File: src/rtl/adder_arbiter.sv
// adder_arbiter: round-robin sharing of one registered 8-bit adder among NREQ requesters.
// Operands are registered in front of the adder and the sum behind it; results return ID-tagged.

module adder_8bit (
  input  logic [7:0] a_i,
  input  logic [7:0] b_i,
  input  logic       cin_i,
  output logic [7:0] sum_o,
  output logic       cout_o
);

  logic [8:0] carry;

  // Ripple-carry chain
  always_comb begin
    carry    = '0;
    sum_o    = '0;
    carry[0] = cin_i;
    for (int i = 0; i < 8; i++) begin
      sum_o[i]     = a_i[i] ^ b_i[i] ^ carry[i];
      carry[i + 1] = (a_i[i] & b_i[i]) | (carry[i] & (a_i[i] ^ b_i[i]));
    end
  end

  assign cout_o = carry[8];

endmodule

module adder_arbiter #(
  parameter  int unsigned NREQ = 4,
  localparam int unsigned IDW  = $clog2(NREQ)
) (
  input  logic               clk,
  input  logic               rst,
  input  logic [NREQ-1:0]    req_valid,
  input  logic [NREQ*8-1:0]  req_a,
  input  logic [NREQ*8-1:0]  req_b,
  output logic [NREQ-1:0]    req_ready,
  input  logic               pause,
  output logic               rsp_valid,
  output logic [IDW-1:0]     rsp_id,
  output logic [7:0]         rsp_sum,
  output logic               rsp_cout,
  output logic               busy,
  output logic [7:0]         carry_cnt
);

  localparam int unsigned DW      = 8;
  localparam int unsigned CNT_MAX = 255;

  typedef struct packed {
    logic [IDW-1:0] id;
    logic [DW-1:0]  a;
    logic [DW-1:0]  b;
  } op_t;

  typedef struct packed {
    logic [IDW-1:0] id;
    logic [DW-1:0]  sum;
    logic           cout;
  } res_t;

  logic [IDW-1:0] ptr_q, ptr_d;
  op_t            s1_q, s1_d;
  logic           v1_q, v1_d;
  res_t           s2_q, s2_d;
  logic           v2_q, v2_d;
  logic [DW-1:0]  cnt_q, cnt_d;
  logic           busy_q;

  logic           gnt_found_c;
  logic [IDW-1:0] gnt_id_c;
  logic           xfer_c;
  logic [DW-1:0]  sel_a_c, sel_b_c;
  logic [DW-1:0]  add_sum;
  logic           add_cout;

  // First valid requester at or after the pointer, wrapping modulo NREQ
  always_comb begin
    logic [IDW-1:0] cand;
    cand        = '0;
    gnt_found_c = 1'b0;
    gnt_id_c    = '0;
    for (int unsigned off = 0; off < NREQ; off++) begin
      cand = IDW'((32'(ptr_q) + off) % NREQ);
      if (!gnt_found_c && req_valid[cand]) begin
        gnt_found_c = 1'b1;
        gnt_id_c    = cand;
      end
    end
  end

  assign xfer_c = gnt_found_c & ~pause & ~rst;

  // One-hot grant and operand select for the winning requester
  always_comb begin
    req_ready = '0;
    sel_a_c   = '0;
    sel_b_c   = '0;
    for (int unsigned i = 0; i < NREQ; i++) begin
      if (IDW'(i) == gnt_id_c) begin
        sel_a_c = req_a[DW*i +: DW];
        sel_b_c = req_b[DW*i +: DW];
      end
    end
    if (xfer_c) begin
      req_ready[gnt_id_c] = 1'b1;
    end
  end

  adder_8bit u_adder (
    .a_i    (s1_q.a),
    .b_i    (s1_q.b),
    .cin_i  (1'b0),
    .sum_o  (add_sum),
    .cout_o (add_cout)
  );

  always_comb begin
    ptr_d = ptr_q;
    s1_d  = s1_q;
    v1_d  = xfer_c;
    if (xfer_c) begin
      ptr_d   = (gnt_id_c == IDW'(NREQ - 1)) ? '0 : gnt_id_c + IDW'(1);
      s1_d.id = gnt_id_c;
      s1_d.a  = sel_a_c;
      s1_d.b  = sel_b_c;
    end
    s2_d.id   = s1_q.id;
    s2_d.sum  = add_sum;
    s2_d.cout = add_cout;
    v2_d      = v1_q;
    // Count carries as they enter the result register, saturating
    cnt_d = cnt_q;
    if (v1_q && add_cout && (cnt_q != DW'(CNT_MAX))) begin
      cnt_d = cnt_q + DW'(1);
    end
  end

  always_ff @(posedge clk or posedge rst) begin
    if (rst) begin
      ptr_q  <= '0;
      s1_q   <= '0;
      v1_q   <= 1'b0;
      s2_q   <= '0;
      v2_q   <= 1'b0;
      cnt_q  <= '0;
      busy_q <= 1'b0;
    end else begin
      ptr_q  <= ptr_d;
      s1_q   <= s1_d;
      v1_q   <= v1_d;
      s2_q   <= s2_d;
      v2_q   <= v2_d;
      cnt_q  <= cnt_d;
      busy_q <= v1_d | v2_d;
    end
  end

  assign rsp_valid = v2_q;
  assign rsp_id    = s2_q.id;
  assign rsp_sum   = s2_q.sum;
  assign rsp_cout  = s2_q.cout;
  assign busy      = busy_q;
  assign carry_cnt = cnt_q;

endmodule

File: config.mk
export PLATFORM = sky130hd
export DESIGN_NAME = adder_arbiter
export DESIGN_NICKNAME = d
export VERILOG_FILES = /design/src/rtl/adder_arbiter.sv
export SDC_FILE = /design/constraint.sdc
export NUM_CORES = 1
export LEC_CHECK = 0
export CAP_MARGIN = 20
export CORE_MARGIN = 1.5
export CORE_UTILIZATION = 43
export CTS_CLUSTER_DIAMETER = 30
export DETAILED_ROUTE_END_ITERATION = 12
export GPL_TIMING_DRIVEN = 1
export PLACE_DENSITY = 0.8
export SLEW_MARGIN = 20
export SYNTH_ARGS = -nofsm -noshare
export SYNTH_HDL_FRONTEND = slang
export SYNTH_SLANG_ARGS = --single-unit
File: constraint.sdc
create_clock -name clk -period 4.8 [get_ports clk]
set_clock_uncertainty 0.05 [all_clocks]
set_input_delay 0.96 -clock clk [delete_from_list [all_inputs] [get_ports clk]]
set_output_delay 0.96 -clock clk [all_outputs]
set_load 0.05 [all_outputs]
==> flow_summary.ini <==
[outcome]
status = completed

[routing]
postRouteAntennaNets = 0
drc = 0
routedWlPerCell_um = 13.1
initialDrtViolationCount = 81
via_per_inst = 5.15
dr.pass1.iters = 4
routed_wl_um = 5530
dr_total_vias = 2167

[global_route]
grt_first_pass_wirelength_um = 9490
antenna_found_initial = 0
grt_pass1_vias = 2111
grt-ovfl-total = 0
grt_max_degree = 43
grt_use_total_pct = 19.8

[finish]
layout_common_cells = clkdlybuf4s50_1, a21oi_1, dfrtp_1
syn_to_final_growth_pct = 47.6
multi_input_area_um2 = 1110
layout_commonest_cell = clkdlybuf4s50_1
finalNetCount = 434
num_antenna_cells = 0
regArea_um2 = 1050
final_core_util_pct = 67.1
drive_above_1_share_pct = 6.27
fin_area_um2 = 3490
n_fill_cell = 437
stdcell_count = 421

[yosys]
synth_seq_cells = 42
synthArstFlopShare_pct = 100
synth_area_per_cell_um2 = 9.10
yosysTopAreaCell = dfrtp_1
synthMuxAreaShare_pct = 1.80
ys_seq_area_share_pct = 44.4
synth_compound_area_share_pct = 23.8
yosys_warnings = 0
synth_edf_count = 0
synthTopCellsByArea = dfrtp_1, a21oi_1, fa_1, inv_1, a22oi_1
synthXorXnorAreaFrac_pct = 0.740
synth_fp_nets = 344
synth_simple_gate_area_share_pct = 11.4
netlist.area_leader.share_pct = 44.4
synth_top_family_by_area = compound AO/OA/AOI/OAI gates
syn_area_um2 = 2370
synthCells = 260
yosysUniqueCellTypes = 37
ys.flop_type = dfrtp_1
synthAdderAreaFrac_pct = 9.10

[setup_path]
cp_max_fo = 31
regToRegEndpoint = carry_cnt[7]
crit_arrival_ns = 3.08
crit_required_ns = 3.79
endpoint_kind = output port
startpoint_type = input pin
reg2reg_slack_ns = 1.01
ff2ff_path_depth = 13
crit_path_start = req_valid[0]
crit_path_end = req_ready[1]
r2r_start = s1_q[0]
path_class = input pin to output port

[place]
place_area_um2 = 3380
place_inst = 413
place.gp.congestion = 0.837
portBuffers = 95
hpwl_um = 4280
dp_worst_setup_slack_ns = 0.734

[floorplan]
ios = 96
fp.dieH_um = 77.2
die_x_um = 77.2
dieArea_um2 = 5960
core-area_um2 = 5200
num_rows = 26
initial_core_util_pct = 45.5

[clock_network]
clk_pin_slew_ns = 0.08
numCtsBuffers = 5
cts.repair.resized = 0
tritoncts = yes
root_buffer = clkbuf_8
cts_setup_buffers = 0
cts_num_sinks = 42
htreeDepth = 2
clockBufferDepth = 2
clk_latency_ns = 0.29
postCtsHoldBufs = 0

[timing]
setup_viol = 0
rsz0062_at_grt = false
fin_crit_sh_pct = 85.3
tightest_slew_ns = 0.754
layout_setup_ws_ns = 0.706
maxSlewViolCount = 0
relSlewSlack_pct = 49.7
final-hold-violation-count = 0
whs_ns = 0.333
fin_tns_setup_ns = 0
finalCriticalPeriod_ns = 4.09
fmax_ghz = 0.244

[pwr]
power.density_nw_per_um2 = 567
total_power_mw = 1.98
ir_drop_v = 0.000367
cellLeakagePower_nw = 1.51

[hold_path]
hold_path.class = flip-flop to flip-flop

[run]
maxCapViolations = 0
==> flip-flops by register name, indices dropped and copies added (netlist names) <==
name,count
rsp_sum,8
rsp_id,2
v1_q,1
carry_cnt,8
busy,1
s1_q,18
ptr_q,2
rsp_valid,1
rsp_cout,1
==> worst min path at each step <==
stage / endpoint / startpoint / cells after the start
after floorplan: rsp_id[0] / s1_q[16] / 0
after global placement: rsp_id[1] / s1_q[17] / 0
after detailed placement: rsp_id[1] / s1_q[17] / 0
after CTS: rsp_id[0] / s1_q[16] / 0
after global routing: rsp_id[1] / s1_q[17] / 0
final: rsp_id[1] / s1_q[17] / 0
==> synth_stat cells, types with 2 or more instances <==
cell type,count
a21oi_1,44
dfrtp_1,42
inv_1,31
nor2_1,21
nand2_1,19
o21ai_0,16
a22oi_1,13
clkbuf_1,10
fa_1,7
ha_1,6
a31oi_1,4
and2_1,4
nor2b_1,4
a211o_1,3
a221oi_1,3
buf_2,3
buf_6,3
and4_1,2
mux2_2,2
mux2i_1,2
nand3_1,2
nand4_1,2
o22ai_1,2
xnor2_1,2
==> where the power goes <==
part | leakage [nW] | internal, mW | total (mW) | switching [mW]
combinational | 0.957 | 0.437 | 1.10 | 0.662
sequential | 0.495 | 0.503 | 0.606 | 0.103
clock | 0.0585 | 0.156 | 0.274 | 0.118
==> kinds of logic (layout without fill, tap and decap cells) <==
logic type	count (synthesis)	after routing
fa+ha+maj	13	13
mux	4	4
xor+xnor	2	2
flops	42	42
simple gates	59	59
compound gates	92	92
buf+inv	48	139
==> final cells by class <==
class                      instances  area share [%]
multi-input combinational        170            31.7
sequential                        42            30.1
timing repair buffer             100            29.1
inverter                          31            3.33
tap                               70            2.51
clock buffer                       5            1.97
clock inverter                     3            1.25
==> routing by layer <==
metal  wire (µm)  vias up  GRT usage [%]  part of all wire (%)
li1            -     1066              -                     -
met2        2720       87           33.2                    49
met3         329        8           3.93                   5.9
met5           0        -              0                     0
met1        2410     1006           25.9                    44
met4          77        0           5.64                   1.4
==> critical path, stage by stage <==
cell and delay, ns:
clkdlybuf4s50_1 0.45, inv_1 0.15, o22ai_1 0.10, o21ai_0 0.31, nor2b_1 0.27, ha_1 0.19
buf_4 0.27, and2_1 0.23, buf_12 0.15
(Power assumes the default switching activity.)
